**config.mk**
```make
export PLATFORM = sky130hd
export DESIGN_NAME = sequential_divider
export DESIGN_NICKNAME = d
export VERILOG_FILES = /design/src/rtl/sequential_divider.sv
export SDC_FILE = /design/constraint.sdc
export NUM_CORES = 1
export LEC_CHECK = 0
export ABC_AREA = 1
export CORE_MARGIN = 5
export CORE_UTILIZATION = 25
export DETAILED_ROUTE_END_ITERATION = 8
export PLACE_DENSITY_LB_ADDON = 0.2
export SLEW_MARGIN = 30
export SYNTH_ARGS = -nofsm -noshare
export SYNTH_HDL_FRONTEND = slang
export SYNTH_HIERARCHICAL = 1
export SYNTH_SLANG_ARGS = --single-unit
```
**constraint.sdc**
```tcl
create_clock -name clk -period 4.5 [get_ports clk]
set_input_delay 0.45 -clock clk [delete_from_list [all_inputs] [get_ports clk]]
set_output_delay 0.45 -clock clk [all_outputs]
set_load 0.005 [all_outputs]
```
**src/rtl/sequential_divider.sv**
```systemverilog
// sequential_divider: 8-bit restoring divider producing one quotient bit per clock.
// Latency: done 9 cycles after an accepted start (10 with DIVIDER_SIGNED_EN), 1 cycle for divisor==0.
// Backpressure: none; start is only sampled in IDLE, and requests while busy/done are dropped.
// Ports: clk, rst (sync, active-high), start/dividend/divisor in; quotient/remainder/div_by_zero
//        (held until the next completion), busy, done (1-cycle pulse) out.
// Optional macro DIVIDER_SIGNED_EN: two's-complement operands with a SIGN fix-up state.

module eight_bit_adder_substractor (
  input  logic [7:0] a,
  input  logic [7:0] b,
  input  logic       sign,       // 1 = subtract (a + ~b + 1)
  output logic [7:0] result,
  output logic       carry_out   // in subtract mode: 1 means no borrow (a >= b)
);
  logic [7:0] b_eff;
  assign b_eff = b ^ {8{sign}};
  assign {carry_out, result} = {1'b0, a} + {1'b0, b_eff} + {8'd0, sign};
endmodule

module sequential_divider (
  input  logic       clk,
  input  logic       rst,
  input  logic       start,
  input  logic [7:0] dividend,
  input  logic [7:0] divisor,
  output logic [7:0] quotient,
  output logic [7:0] remainder,
  output logic       busy,
  output logic       done,
  output logic       div_by_zero
);
  // SIGN is only reachable when DIVIDER_SIGNED_EN is defined.
  typedef enum logic [1:0] {IDLE, CALC, SIGN, DONE} state_t;

  state_t     state_q, state_d;
  logic [2:0] cnt_q, cnt_d;     // index of the dividend bit brought down next
  logic [7:0] p_q, p_d;         // partial remainder
  logic [7:0] n_q, n_d;         // latched dividend (magnitude in signed mode)
  logic [7:0] dvs_q, dvs_d;     // latched divisor (magnitude in signed mode)
  logic [7:0] qb_q, qb_d;       // quotient bits, shifted in MSB first
  logic [7:0] quot_q, quot_d;
  logic [7:0] rem_q, rem_d;
  logic       dbz_q, dbz_d;
`ifdef DIVIDER_SIGNED_EN
  logic       qneg_q, qneg_d;   // operand signs differ
  logic       rneg_q, rneg_d;   // dividend negative
`endif

  logic [7:0] sub_a, sub_res;
  logic       sub_cout, success;

  // Shift the next dividend bit into the partial remainder; the bit shifted out
  // (old P[7]) would make the 9-bit value at least 256, so it always succeeds.
  assign sub_a   = {p_q[6:0], n_q[cnt_q]};
  assign success = p_q[7] | sub_cout;

  eight_bit_adder_substractor u_sub (
    .a         (sub_a),
    .b         (dvs_q),
    .sign      (1'b1),
    .result    (sub_res),
    .carry_out (sub_cout)
  );

  always_comb begin
    state_d = state_q;
    cnt_d   = cnt_q;
    p_d     = p_q;
    n_d     = n_q;
    dvs_d   = dvs_q;
    qb_d    = qb_q;
    quot_d  = quot_q;
    rem_d   = rem_q;
    dbz_d   = dbz_q;
`ifdef DIVIDER_SIGNED_EN
    qneg_d  = qneg_q;
    rneg_d  = rneg_q;
`endif
    case (state_q)
      IDLE: begin
        if (start) begin
`ifdef DIVIDER_SIGNED_EN
          n_d    = dividend[7] ? -dividend : dividend;
          dvs_d  = divisor[7] ? -divisor : divisor;
          qneg_d = dividend[7] ^ divisor[7];
          rneg_d = dividend[7];
`else
          n_d    = dividend;
          dvs_d  = divisor;
`endif
          cnt_d  = 3'd7;
          p_d    = 8'h00;
          qb_d   = 8'h00;
          if (divisor == 8'h00) begin
            quot_d  = 8'hFF;
            rem_d   = dividend;
            dbz_d   = 1'b1;
            state_d = DONE;
          end else begin
            state_d = CALC;
          end
        end
      end
      CALC: begin
        // On success the 8-bit difference is exact since it is below the divisor.
        p_d   = success ? sub_res : sub_a;
        qb_d  = {qb_q[6:0], success};
        cnt_d = cnt_q - 3'd1;
        if (cnt_q == 3'd0) begin
`ifdef DIVIDER_SIGNED_EN
          state_d = SIGN;
`else
          quot_d  = {qb_q[6:0], success};
          rem_d   = success ? sub_res : sub_a;
          dbz_d   = 1'b0;
          state_d = DONE;
`endif
        end
      end
`ifdef DIVIDER_SIGNED_EN
      SIGN: begin
        // -128 / -1 wraps naturally: magnitude 128 is already 8'h80.
        quot_d  = qneg_q ? -qb_q : qb_q;
        rem_d   = rneg_q ? -p_q : p_q;
        dbz_d   = 1'b0;
        state_d = DONE;
      end
`endif
      DONE:    state_d = IDLE;
      default: state_d = IDLE;
    endcase
  end

  always_ff @(posedge clk) begin
    if (rst) begin
      state_q <= IDLE;
      cnt_q   <= 3'd0;
      p_q     <= 8'h00;
      n_q     <= 8'h00;
      dvs_q   <= 8'h00;
      qb_q    <= 8'h00;
      quot_q  <= 8'h00;
      rem_q   <= 8'h00;
      dbz_q   <= 1'b0;
`ifdef DIVIDER_SIGNED_EN
      qneg_q  <= 1'b0;
      rneg_q  <= 1'b0;
`endif
    end else begin
      state_q <= state_d;
      cnt_q   <= cnt_d;
      p_q     <= p_d;
      n_q     <= n_d;
      dvs_q   <= dvs_d;
      qb_q    <= qb_d;
      quot_q  <= quot_d;
      rem_q   <= rem_d;
      dbz_q   <= dbz_d;
`ifdef DIVIDER_SIGNED_EN
      qneg_q  <= qneg_d;
      rneg_q  <= rneg_d;
`endif
    end
  end

  assign quotient    = quot_q;
  assign remainder   = rem_q;
  assign div_by_zero = dbz_q;
  assign done        = (state_q == DONE);
  assign busy        = (state_q == CALC) || (state_q == SIGN);

endmodule

```
==> results.md <==
- Clock latency on the worst-skew pair: slightly below 0.3 ns
- Most used cell, CP: nand2_1
- Routed len/inst: 13.1 um
- Syn nets: 417
- Biggest cell delay along the critical path: 0.41 ns
- CTS H-tree lvls: 2
- Drt total wl: 7.31 mm
- Worst Setup End Kind: flip-flop
- Cell Rows: 39
- Reg2reg start: cnt_q[0]
- Die width: 117 um
- Critical path's slowest cell: fa_1
- Via Count: roughly 2,500
- Post-synth ARST share: 0
- Filler Cell Count: 1,220
- Area of the multi-input gates: 1500 um2
- Gr ovfl total: 0
- Starting density of the core: 0.252
- Final worst path period need: roughly 2.9 ns
- Worst setup path start: cnt_q[0]
- Hold path start: n_q[0]
- Outcome: finished, final reports clean
- DIE HEIGHT: 117 um
- Synth Flop Type: dfxtp_1
- RSZ-0062 raised after global routing: no
- Hpwl dp: 5.47 mm
- PortBufs: 37
- Total power: ~0.0022 W
- Setup-violating endpoint count in the final report: 0
- TNS Setup: 0 ns
- Mux contribution to synthesized area: 0
- CP cell instances: inv_1, nand2_1, nand3_1, nand3_1, and2_1, nand2_1, nand2_4, inv_1, fa_1, o21ai_2, nand2_1, nand2_1, nand2_1, nand2_1, nor2_1, nand2_1, inv_1, nand2_1, nand2_1, o211ai_1, inv_1
- Compound-gate portion of the synthesized area: 0.184
- Hold depth: 2
- CTS Sinks: 53
- Vias in the first global route: around 2,400
- Total CTS buffers: 5
- Wire length of the first global-routing pass: 11.8 mm
- Final worst slack: 1.64 ns
- Initial DRC Count: between 90 and 100
- Total GRT Usage: 0.110
- Pre-CTS setup slack: 1.68 ns
- Storage cell area: 1060 um2
- Crit path DAT: 3.03 ns
- Startpoint types: flip-flop
- Sequential fraction of the synthesis area: 0.374
- Period utilization: 0.635
- Path depth of the worst reg2reg path: 21
- Leading cell types in the layout, fill and taps excluded: nand2_1, dfxtp_1, inv_1, clkdlybuf4s50_1, nor2_1
- Root Buffer: clkbuf_16
- Via-to-Cell Ratio: 4.48
- Post-synth EDFFs: 0
- Worst slew pin tran: 0.843 ns
- LEAKAGE: 1.49 nW
- Maximum vdd ir drop: around 0.20 mV
- Netlist Area Pre-Place: between 2000 and 3000 um2
- Drc violations: 0
- Initial antenna violation count: 0
- I/O pin count: 38
- WP data required: about 4.7 ns
- Synth Area per Inst: about 7.4 um2
- RePlAce Congestion: roughly 0.8
- Final hold vios: 0
- Reg clk slew, reported paths: roughly 0.07 ns
- Pre-Repair DR Iteration Count: 4
- Capture point of the worst reg-to-reg path: p_q[6]
- Commonest non-fill, non-tap cell in the layout: nand2_1
- Setup bufs post-CTS: 0
- Max_slew headroom: 0.435
- Synth Area in XOR/XNOR: 0.0370
- Yosys cell types: 34
- Antenna diodes: 0
- Layout cell share with drive strength beyond 1: 0.0843
- Post-cts resize count: 0
- PD cells: 643 nW/um2
- # Max-Cap Violations: 0
- P&R area growth vs syn: 21.1%
- Largest family of logic cells by synthesized area: simple AND/OR/NAND/NOR gates
- Hold Path Class: flip-flop to flip-flop
- Die area: 13,600 um2
- Fin. max-slew vios: 0
- Final net count: 448
- Synth Instances: 385
- Synth Area in Adders: 0.0600
- Hold bufs inserted after CTS: 0
- Number of synthesized register bits: 53
- Clock skew: between 0.004 and 0.005 ns
- Post-DRT Antenna Nets: 0
- Largest net degree at the start of global routing: 33
- CP max FO: 8
- Core Region: 11,300 um2
- Simple-Gate Fraction of Synth Area: 0.247
- Clock Path Buffers: 2
- Synth warnings: 6
- Hold endpoint: n_q[0]
- R2R Setup Slk: between 1.5 and 2 ns
- CTS tree: done
- Worst setup path category: flip-flop to flip-flop
- Fmax: around 350 MHz
registers in the layout, summed over array words and instances, names as in the netlist:
name         count
state_q          2
dvs_q            8
quotient         8
cnt_q            3
p_q              8
n_q              8
div_by_zero      1
qb_q             7
remainder        8
worst max path at each step:
stage                         to  slack [ns]  cells after the start
detailed placement  remainder[4]        1.68                     21
CTS                       p_q[6]        1.64                     21
floorplan                 p_q[6]        1.99                     21
global placement    remainder[4]        1.75                     21
finish                    p_q[6]        1.64                     21
global route              p_q[6]        1.34                     21
power by group:
group          switching [W]  internal, W
combinational       0.000717     0.000430
sequential         0.0000949     0.000605
clock               0.000162     0.000199
total               0.000974      0.00124
cell families (layout without fill, tap and decap cells):
logic type               count (synthesis)  in the layout
other                                    1              1
AND/OR/NAND/NOR                        163            163
buffers and inverters                   62             92
XOR/XNOR                                12             12
flip-flops                              53             53
AO/OA/AOI/OAI                           81             81
adder cells (fa/ha/maj)                 13             13
critical path, delay by kind of cell (launching register included):
family,cells,cell delay [ns]
buf+inv,4,0.40
simple gates,14,1.18
flops,1,0.40
fa+ha+maj,1,0.41
compound gates,2,0.34
area by class of cell:
class,count,area share
tap,143,0.0521
clock inverter,1,0.00146
timing repair buffer,39,0.112
clock buffer,5,0.0364
multi-input combinational,270,0.437
sequential,53,0.309
inverter,47,0.0521
metrics by stage:
| stage | cells | instance area (um2) | utilization | hold slack (ns) |
|---|---|---|---|---|
| 5_1_grt | 558 | 3440 | 0.305 | 0.501 |
| 3_3_place_gp | 552 | 3310 | 0.293 | 0.452 |
| 6_report | 558 | 3440 | 0.305 | 0.467 |
| 3_5_place_dp | 552 | 3310 | 0.293 | 0.458 |
| 4_1_cts | 558 | 3440 | 0.305 | 0.469 |
| 2_1_floorplan | 385 | 2840 | - | 0.429 |
per-layer routing:
metal	up-vias	GRT usage	wire length, um
li1	1304	-	-
met1	1137	0.155	3640
met2	56	0.171	3150
met3	4	0.0311	482
met4	0	0.0183	36
met5	-	0	0
cells in the mapped netlist (2+ instances only):
cell,count,area (um2)
a21oi_1,26,130
a21oi_2,3,26.3
a31oi_2,6,75.1
buf_2,4,20.0
buf_6,2,22.5
clkbuf_1,7,26.3
clkinv_1,2,7.51
dfxtp_1,53,1060
ha_1,12,150
inv_1,44,165
nand2_1,88,330
nand2_2,9,56.3
nand2_4,3,33.8
nand3_1,15,75.1
nand4_1,6,37.5
nor2_1,35,131
nor3_1,6,30.0
o211ai_1,6,45.0
o21ai_0,30,150
o21ai_2,3,26.3
o21bai_1,2,15.0
xnor2_1,2,17.5
xor2_1,10,87.6
Power figures use the tool's default switching activity.
==> edit, RTL diff (same flow settings) <==
Add an input register stage for `start`; this delays it by one clock. The other inputs are not delayed to match. Comments in the files are not updated.
--- a/src/rtl/sequential_divider.sv
+++ b/src/rtl/sequential_divider.sv
@@ -31,6 +31,12 @@
 );
   // SIGN is only reachable when DIVIDER_SIGNED_EN is defined.
   typedef enum logic [1:0] {IDLE, CALC, SIGN, DONE} state_t;
+
+  logic start_q;
+
+  always_ff @(posedge clk) begin
+    start_q <= start;
+  end
 
   state_t     state_q, state_d;
   logic [2:0] cnt_q, cnt_d;     // index of the dividend bit brought down next
@@ -78,7 +84,7 @@
 `endif
     case (state_q)
       IDLE: begin
-        if (start) begin
+        if (start_q) begin
 `ifdef DIVIDER_SIGNED_EN
           n_d    = dividend[7] ? -dividend : dividend;
           dvs_d  = divisor[7] ? -divisor : divisor;
Formal check against the unedited RTL: not equivalent (a bounded check fails within 4 cycles, from zero or initial values and one cycle with rst high).
==> edit against the unedited design <==
  * Combinational power shrank 6%
  * Final area increased by 1.1%
  * Synthesized area increased by 0.71%
  * Sequential cell count increased by 1
  * Worst hold slack better by 0.0025 ns
  * Wire length up 1.6%
  * Power decreased by 0.65%
  * Core utilization up 0.19 points
  * Worst setup slack lost 0.048 ns
==> edit: results (changes against the unedited design) <==
Outcome
  • Outcome: finished, final reports clean

Synth
  • Gate Count Post-Synth: 386 (+0.26%)
  • Ys async rst share: 0 (unchanged)
  • Post-Synth XOR/XNOR Area: 0.0368 (-0.000259)
  • Post-synthesis sequential area ratio: 0.378 (+0.00439)
  • Synth top cells by count: nand2_1, dfxtp_1, inv_1
  • Fraction of the mapped netlist area in compound gates: 0.183 (-0.00129)
  • Synth top area cells: dfxtp_1, nand2_1, inv_1
  • Net count after synthesis: 418 (+0.24%)
  • Mux contribution to synthesized area: 0 (unchanged)
  • Adder-cell share of the synthesized area: 0.0595 (-0.000420)

Timing
  • WHS: 0.469 ns (+0.00249 ns)
  • Highest clock rate: 344 MHz (-1.6%)
  • Worst Skew: 0.00964 ns (+0.00516 ns)
  • Slew headroom: 0.435 (about the same)

Power
  • Power Internal: 1.24 mW (+0.21%)
  • Power Sequential: 0.711 mW (+2%)
  • PwrDens: 632 mW/mm² (-1.7%)
  • Gate power share: 0.490 (-0.029)
  • Leakage: 1.50 nW (+0.95%)
  • Worst IR Drop VDD: 0.189 mV (-7.1%)

Global route
  • GRT Util Overall: 0.116 (+0.00586)
  • Met1 Use GR: 0.166 (+0.0108)
  • First-pass GRT wire length: 12500 µm (+5.8%)
  • GR Util met3: 0.0226 (-0.00847)
  • Met2 usage: 0.179 (+0.00775)
  • Number of global-route vias before repair: 2520 (+5.6%)
  • Initial antenna violation count: 0 (unchanged)

Drt
  • Vias per cell: 4.39 (-2.1%)
  • DRT iter0 DRCs: 109 (+20%)
  • Detailed-route wire length: 7430 µm (+1.6%)
  • M1 wire length: 3800 µm (+4.5%)
  • Metal3 WL: 349 µm (-28%)
  • Wirelength per Cell: 13.3 µm (+1.2%)
  • Drt pass-1 iters: 4 (unchanged)
  • Met2 wire len: 3190 µm (+1.1%)

Placement
  • Dpl cell area: 0.00332 mm² (+0.38%)
  • RePlAce Congestion: 0.823 (+2.3%)
  • Final HPWL DP: 5520 µm (+0.85%)
  • Dpl cells: 552 (unchanged)

Setup path
  • Slowest cell on crit path: dfxtp_1
  • FF-to-FF End: remainder[4]
  • Crit Path Category: register to register
  • CP arrival: 3.09 ns (+0.06 ns)

Min path
  • Hold Path End: n_q[7]
  • HP Start: n_q[7]

Clock network
  • # resized after CTS: 0 (unchanged)

Final layout
  • Layout cells sized above 1: 0.0863 (+0.00199)
==> edit: cell count changes in the layout (fill, tap and decap cells not counted), sizes merged <==
cell    change
buf         -1
clkinv      +1
dfxtp       +1
inv         +1
==> edit: final cells by class <==
type	count	area, µm²
repair buffers	38	378
clock buffers	5	125
multi-input cells	270	1500
inverters	47	179
well taps	143	179
flip-flops and latches	54	1080
clock inverters	3	28.8
fillers	1238	7850
==> edit: worst register-to-register path, cell delays in order (launching register included) <==
cell,delay (ns)
dfxtp_1,0.40
inv_1,0.15
nand2_1,0.10
nand3_1,0.06
nand3_1,0.10
and2_1,0.18
nand2_1,0.10
nand2_4,0.08
inv_1,0.04
fa_1,0.40
o21ai_2,0.18
nand2_1,0.08
nand2_1,0.08
nand2_1,0.05
nand2_1,0.08
nor2_1,0.04
nand2_1,0.07
inv_1,0.15
nand2_1,0.13
nand2_1,0.09
o21ai_2,0.14
a21oi_2,0.06
